==> src/rtl/squash_shift_pkg.sv <==
// Shared defaults and FSM encoding for the squash_shift element packer.
package squash_shift_pkg;

  localparam int TOTAL_WIDTH_DEF  = 128;
  localparam int SQUASH_WIDTH_DEF = 8;

  typedef enum logic {
    FILL = 1'b0,
    FULL = 1'b1
  } state_e;

endpackage

==> src/rtl/squash_shift.sv <==
// Packs SQUASH_WIDTH-bit elements into a TOTAL_WIDTH frame presented as two halves.
// state | meaning
// FILL  | accepting elements into the accumulator
// FULL  | holding an assembled frame until the consumer takes it
module squash_shift
  import squash_shift_pkg::*;
#(
  parameter int TOTAL_WIDTH  = TOTAL_WIDTH_DEF,
  parameter int SQUASH_WIDTH = SQUASH_WIDTH_DEF,
  localparam int N  = TOTAL_WIDTH / SQUASH_WIDTH,
  localparam int CW = $clog2(N) + 1
) (
  input  logic                      clk_i,
  input  logic                      rst_n_i,
  input  logic [SQUASH_WIDTH-1:0]   elem_i,
  input  logic                      elem_valid_i,
  output logic                      elem_ready_o,
  input  logic                      flush_i,
  output logic [TOTAL_WIDTH/2-1:0]  first_op_o,
  output logic [TOTAL_WIDTH/2-1:0]  second_op_o,
  output logic                      op_valid_o,
  input  logic                      op_ready_i,
  output logic [CW-1:0]             count_o
);

  localparam logic [CW-1:0] N_C = CW'(N);

  state_e                  state_q, state_d;
  logic [TOTAL_WIDTH-1:0]  acc_q, acc_d;
  logic [CW-1:0]           count_q, count_d;
  logic                    accept;
  logic [CW-1:0]           count_inc;

  assign accept    = elem_valid_i && (state_q == FILL);
  assign count_inc = count_q + 1'b1;

  always_ff @(posedge clk_i or negedge rst_n_i) begin
    if (!rst_n_i) begin
      state_q <= FILL;
      acc_q   <= '0;
      count_q <= '0;
    end else begin
      state_q <= state_d;
      acc_q   <= acc_d;
      count_q <= count_d;
    end
  end

  always_comb begin
    state_d = state_q;
    acc_d   = acc_q;
    count_d = count_q;
    unique case (state_q)
      FILL: begin
        if (accept) begin
          acc_d   = {acc_q[TOTAL_WIDTH-SQUASH_WIDTH-1:0], elem_i};
          count_d = count_inc;
          if ((count_inc == N_C) || flush_i) begin
            state_d = FULL;
          end
        end else if (flush_i && (count_q != '0)) begin
          state_d = FULL;
        end
      end
      FULL: begin
        // Release clears the frame; no element is taken on this edge.
        if (op_ready_i) begin
          acc_d   = '0;
          count_d = '0;
          state_d = FILL;
        end
      end
      default: state_d = FILL;
    endcase
  end

  assign elem_ready_o = (state_q == FILL);
  assign op_valid_o   = (state_q == FULL);
  assign first_op_o   = acc_q[TOTAL_WIDTH-1:TOTAL_WIDTH/2];
  assign second_op_o  = acc_q[TOTAL_WIDTH/2-1:0];
  assign count_o      = count_q;

endmodule

==> config.mk <==
export PLATFORM = sky130hd
export DESIGN_NAME = squash_shift
export DESIGN_NICKNAME = d
export VERILOG_FILES = /design/src/rtl/squash_shift_pkg.sv /design/src/rtl/squash_shift.sv
export SDC_FILE = /design/constraint.sdc
export NUM_CORES = 1
export LEC_CHECK = 0
export BUFFER_PORTS_ARGS = -buffer_cell sky130_fd_sc_hd__clkbuf_2
export CAP_MARGIN = 0
export CORE_ASPECT_RATIO = 0.5
export CORE_UTILIZATION = 40
export CTS_CLUSTER_DIAMETER = 50
export DETAILED_ROUTE_END_ITERATION = 7
export PLACE_DENSITY = 0.63
export SYNTH_ARGS = -nofsm -noshare
export SYNTH_HDL_FRONTEND = slang
export SYNTH_SLANG_ARGS = --single-unit
==> constraint.sdc <==
create_clock -name clk_i -period 4.1 [get_ports clk_i]
set_clock_uncertainty 0.15 [all_clocks]
set_input_delay 0.615 -clock clk_i [delete_from_list [all_inputs] [get_ports clk_i]]
set_output_delay 0.615 -clock clk_i [all_outputs]
set_load 0.03 [all_outputs]
## After elaboration in Yosys (flattened, before gate mapping)

Cells that the tools add are included.
Widths: inputs -> output; s select.

- Mux-type cells: 11
- Equality and inequality tests: 3
- Bitwise logic cells: 1
- Add/subtract/negate cells: 1
- Reductions and logical operators: 5

Operators by type and width:

| cell | count |
|---|---|
| $mux 128 | 2 |
| $pmux 128 s2 | 1 |
| $mux 5 | 2 |
| $pmux 5 s2 | 1 |
| $add 5x1->5 const B | 1 |
| $eq 5x5->1 const B | 1 |
| $reduce_bool 5->1 | 1 |
| $mux 1 | 4 |
| $logic_and 1x1->1 | 2 |
| $ne 2x1->1 const B | 1 |
| $ne 2x2->1 const B | 1 |
| $pmux 1 s2 | 1 |
| $reduce_and 2->1 | 1 |
| $logic_or 1x1->1 | 1 |
| $not 1->1 | 1 |

- Register bits after elaboration: 134
- Input port bits: 13
- Output and inout bits: 135

## Depth between registers and ports, before layout

- Word-level depth: 6
- Mapped depth: 7
- Depth with buffers taken out: 5

## Least setup slack after synthesis

OpenSTA, ideal clock, no wires.

- Path type: input -> register
- Start: input elem_valid_i
- End: register acc_q[43]
- Path buffers: 3
- Path slack: 2,401 ps
- Library setup time: 121 ps
- Stages on the path: 5
- Arrival: 1,428 ps
- Cells stage by stage: nor2b_2 -> buf_6 -> buf_4 -> buf_2 -> a22o_1

- Cells in the longest elaborated chain, start to end: 3

Ends and longest elaborated chain:

| element | line | RTL |
|---|---|---|
| start, declared | squash_shift.sv:16 | `input logic elem_valid_i,` |
| $logic_and 1x1->1 | squash_shift.sv:34 | `assign accept = elem_valid_i && (state_q == FILL);` |
| $ne 2x1->1 (no line) | - |  |
| $reduce_and 2->1 (no line) | - |  |
| end signal, assigned | squash_shift.sv:40 | `acc_q <= '0;` |
| end signal, assigned | squash_shift.sv:44 | `acc_q <= acc_d;` |
| end, declared | squash_shift.sv:29 | `logic [TOTAL_WIDTH-1:0] acc_q, acc_d;` |

Every way passes these cells.
A chain may end at the register's enable or synchronous reset.

## Worst setup path in the final report

- Start: register state_q (netlist: op_valid_o)
- End: register acc_q[110]

- Cells in the longest elaborated chain, start to end: 4
- Elaborated cells between the ends (all ways): 6

Ends and longest elaborated chain:

| element | line | RTL |
|---|---|---|
| start, declared | squash_shift.sv:28 | `state_e state_q, state_d;` |
| start signal, assigned | squash_shift.sv:43 | `state_q <= state_d;` |
| $not 1->1 | - |  |
| $logic_and 1x1->1 | squash_shift.sv:34 |  |
| $ne 2x1->1 (no line) | - |  |
| $reduce_and 2->1 (no line) | - |  |

Parallel ways exist; a longest one is shown, timed or not.

==> results.md <==
Drt:
- Once detail routing completed, the nets flagged for antenna violations numbered 0.
- In this run, the number of DRC markers left after iteration 0 of detailed routing was 246.
- The average via count per standard cell is 5.25.
- For this run, design rule violations remaining after detail routing come to 0.
- Summing over every cut layer, the via total after detailed routing is 3,390.
- In the final routed layout, each cell accounts on average for 17.1 um.
- The first TritonRoute pass finished after 4 iterations.
- The routed wire length is 11,100 um.

Synth:
- The number of instances in the synthesized netlist is 325.
- The area of the mapped netlist is 0.00490 mm2.
- The top cell type by area accounts for 68.5% of the synthesized area.
- After synthesis the netlist holds a flip-flop and latch count of 134.
- The number of different library cells used by synthesis comes to 24.
- During synthesis, Yosys emitted a total of 0 warnings.
- The post-synthesis sequential area ratio is 68.5%.
- The average footprint of a synthesized cell is 15.1 um2.
- In the post-synthesis netlist, the biggest area contributors are sky130_fd_sc_hd__dfrtp_1 (68%), sky130_fd_sc_hd__a22o_1 (23%), sky130_fd_sc_hd__buf_2 (1.6%).
- The post-synth net total is 341.
- The cell type with the highest aggregate area in the netlist is sky130_fd_sc_hd__dfrtp_1.

Die:
- The die outline width is 158 um.
- The initial cell density of the core is 41.2%.
- The die covers 0.0127 mm2.
- After floorplanning, the core was divided into 28 placement rows.
- The core region is 0.0119 mm2.
- The die height is 80.2 um.
- During I/O placement, the number of pins put on the boundary was 148.

Worst setup path:
- In this run the worst setup path terminates at acc_q[110].
- The critical path is of the reg -> reg type.
- The launching instance or port of the critical path is op_valid_o.
- In this run the worst path has a maximum fanout of 84.
- The endpoint type of the worst setup path is a flop.
- The worst register-to-register path has a setup slack of 1.65 ns.
- In this run the critical register-to-register path is launched from op_valid_o.
- Measured in cells, the most critical reg-to-reg path has a length of 4.
- The arrival time of the worst setup path is 2.64 ns.
- The endpoint of the worst register-to-register path is acc_q[110].
- The data required time at the worst endpoint is 4.28 ns.
- The startpoint kind of the worst setup timing path is a flop.

Clock tree:
- In this run the deepest clock path goes through 2 buffers.
- In this run the post-CTS setup repair buffer count came out at 0.
- The later pin in the worst-skew pair is clocked with a latency of 0.40 ns.
- Clock tree synthesis inserted a total of 17 buffers.
- The depth of the CTS H-tree is 4.
- The root buffer selected by CTS is sky130_fd_sc_hd__clkbuf_16.
- TritonCTS built the clock tree.
- The clock-pin slew on the worst setup and hold paths is 0.06 ns.
- Once the clock tree was built, the resizer swapped 0 gates to a different size.
- The number of hold buffers added after CTS is 0.
- The clock sink count is 134.

GRT:
- The via count of the first global-routing pass came to 3,127.
- The all-layer global routing usage is 18.0%.
- Entering global routing, the biggest net connects 85 pins.
- The number of antenna violations at the first check in global routing is 0.
- The remaining global-route overflow is 0.
- The global-route wire length before repair is 17,200 um.

Placed design:
- Port buffering added 147 buffers.
- Detailed placement finished with a half-perimeter wire length of 7000 um.
- The weighted congestion at the end of routability-driven global placement is 0.697.

STA:
- The minimum clock period is 2.45 ns.
- The slew of the pin with the lowest slew margin is 0.912 ns.
- Measured against its own limit, the worst slew margin works out to 39.2%.
- The final count of pins violating max slew is 0.
- The ratio of final minimum period to clock period is 59.9%.
- The final-report hold violation count was 0.
- Setup repair after global routing left no endpoint under its margin.
- The setup TNS after final layout is 0 ns.
- The final-report setup violation count is 0.
- Timing would allow up to 407 MHz.

Power and ir drop:
- VDD sags by at most 0.000336 V.
- Summed over all cells, the static leakage comes to 0.00336 uW.
- The power density over the cells is 684 mW/mm2.

Final layout:
- The number of antenna diodes in the final layout is 0.
- At the end of the flow, the number of nets in the layout was 484.
- Compared with the post-synthesis result, the final layout area differs by 28.9%.
- The fill cell instance count of the final layout is 1,046.
- The final standard cell utilization of the core is 53.2%.
- In the final layout, the share of cells above drive strength 1 is 38.9%.

Outcome:
- The run finished with clean final reports.

Job:
- The number of maximum-capacitance violations is 0.

Hold path:
- In this run the worst hold path is classified as in -> async.
cell families (layout without fill, tap and decap cells):
| family | Yosys count | count (layout) | share of synthesized area, % |
|---|---|---|---|
| DFF | 134 | 134 | 68.5 |
| xor gates and xnor gates | 3 | 3 | 0.537 |
| adders and majority gates | 3 | 3 | 0.767 |
| and+or+nand+nor | 15 | 15 | 1.87 |
| AOI/OAI and AO/OA | 137 | 137 | 24.0 |
| buffers and inverters | 33 | 189 | 4.34 |
synth_stat cells:
cell type / number
sky130_fd_sc_hd__buf_6: 5
sky130_fd_sc_hd__xor2_1: 2
sky130_fd_sc_hd__xnor2_1: 1
sky130_fd_sc_hd__buf_4: 8
sky130_fd_sc_hd__o22ai_1: 1
sky130_fd_sc_hd__and2_2: 1
sky130_fd_sc_hd__nor2b_2: 1
sky130_fd_sc_hd__nor2_8: 1
sky130_fd_sc_hd__o21ai_1: 3
sky130_fd_sc_hd__nor3_1: 1
sky130_fd_sc_hd__inv_1: 3
sky130_fd_sc_hd__nand2b_1: 1
sky130_fd_sc_hd__clkbuf_2: 1
sky130_fd_sc_hd__nand2_1: 5
sky130_fd_sc_hd__nor2_1: 1
sky130_fd_sc_hd__a31oi_1: 1
sky130_fd_sc_hd__nand3_1: 3
sky130_fd_sc_hd__buf_2: 16
sky130_fd_sc_hd__ha_1: 3
sky130_fd_sc_hd__a22o_1: 130
sky130_fd_sc_hd__a21oi_1: 1
sky130_fd_sc_hd__dfrtp_1: 134
sky130_fd_sc_hd__o21ai_0: 1
sky130_fd_sc_hd__nor4_1: 1
per-layer routing:
layer  part of all wire, %  GRT usage [%]  wire (um)
met3                   3.6           4.75        396
met1                    48           25.3       5350
met2                    47           26.3       5230
met5                     0              0          0
met4                  0.80           7.50         88
layout by cell type (no fill, tap or decap):
cell type,instances
sky130_fd_sc_hd__a22o_1,130
sky130_fd_sc_hd__clkbuf_1,2
sky130_fd_sc_hd__clkinv_4,4
sky130_fd_sc_hd__o22ai_1,1
sky130_fd_sc_hd__ha_1,3
sky130_fd_sc_hd__a31oi_1,1
sky130_fd_sc_hd__nor4_1,1
sky130_fd_sc_hd__clkbuf_2,146
sky130_fd_sc_hd__xor2_1,2
sky130_fd_sc_hd__o21ai_1,3
sky130_fd_sc_hd__o21ai_0,1
sky130_fd_sc_hd__bufinv_16,3
sky130_fd_sc_hd__nor3_1,1
sky130_fd_sc_hd__clkinvlp_4,2
sky130_fd_sc_hd__clkinv_2,2
sky130_fd_sc_hd__a21oi_1,1
sky130_fd_sc_hd__nand2b_1,1
sky130_fd_sc_hd__and2_2,1
sky130_fd_sc_hd__buf_4,7
sky130_fd_sc_hd__nor2b_4,1
sky130_fd_sc_hd__dfrtp_1,134
sky130_fd_sc_hd__xnor2_1,1
sky130_fd_sc_hd__nor2_1,1
sky130_fd_sc_hd__buf_6,1
sky130_fd_sc_hd__inv_1,3
sky130_fd_sc_hd__nand2_1,5
sky130_fd_sc_hd__clkbuf_16,17
sky130_fd_sc_hd__nand3_1,3
sky130_fd_sc_hd__nor2_8,1
sky130_fd_sc_hd__clkbuf_8,2
final cells by class:
cell class                      count  area (um2)  share of cell area, %
Clock buffer                       21         460                   7.29
Clock inverter                     11         150                   2.38
Inverter                            3        11.3                  0.178
Multi-Input combinational cell    158        1340                   21.2
Sequential cell                   134        3350                   53.1
Tap cell                          165         206                   3.27
Timing Repair Buffer              154         795                   12.6
sequential cells by signal, summed over array words and instances (netlist names):
signal	count
op_valid_o	1
count_o	5
acc_q	128
how the worst min path moves through the flow:
stage,startpoint,end,slack (ns),cells past startpoint
2_1_floorplan,rst_n_i,acc_q[0],0.17,0
3_3_place_gp,acc_q[121],acc_q[121],0.33,1
3_5_place_dp,acc_q[122],acc_q[122],0.33,1
4_1_cts,rst_n_i,acc_q[3],0.10,1
5_1_grt,rst_n_i,acc_q[3],0.11,1
6_report,rst_n_i,acc_q[3],0.05,1
power breakdown:
group	switching, uW	internal (uW)
Sequential	177	1500
Combinational	801	302
Clock	553	990
critical path, stage by stage, from the launching register on:
cell                      delay, ns
sky130_fd_sc_hd__dfrtp_1       0.44
sky130_fd_sc_hd__nor2b_4       0.20
sky130_fd_sc_hd__buf_4         0.69
sky130_fd_sc_hd__buf_4         0.57
sky130_fd_sc_hd__a22o_1        0.23
metrics by stage:
| stage | setup slack (ns) | hold slack [ns] | area, um2 | std cells | power, uW |
|---|---|---|---|---|---|
| floorplan | 2.40 | 0.169 | 4900 | 325 | 2520 |
| global placement | 1.44 | 0.333 | 5700 | 614 | 2800 |
| detailed placement | 1.41 | 0.335 | 5700 | 614 | 2810 |
| CTS | 1.70 | 0.103 | 6310 | 646 | 4360 |
| global route | 1.49 | 0.111 | 6310 | 646 | 4520 |
| finish | 1.65 | 0.0505 | 6310 | 646 | 4320 |
Note: power is estimated with default switching activity, not from simulation.
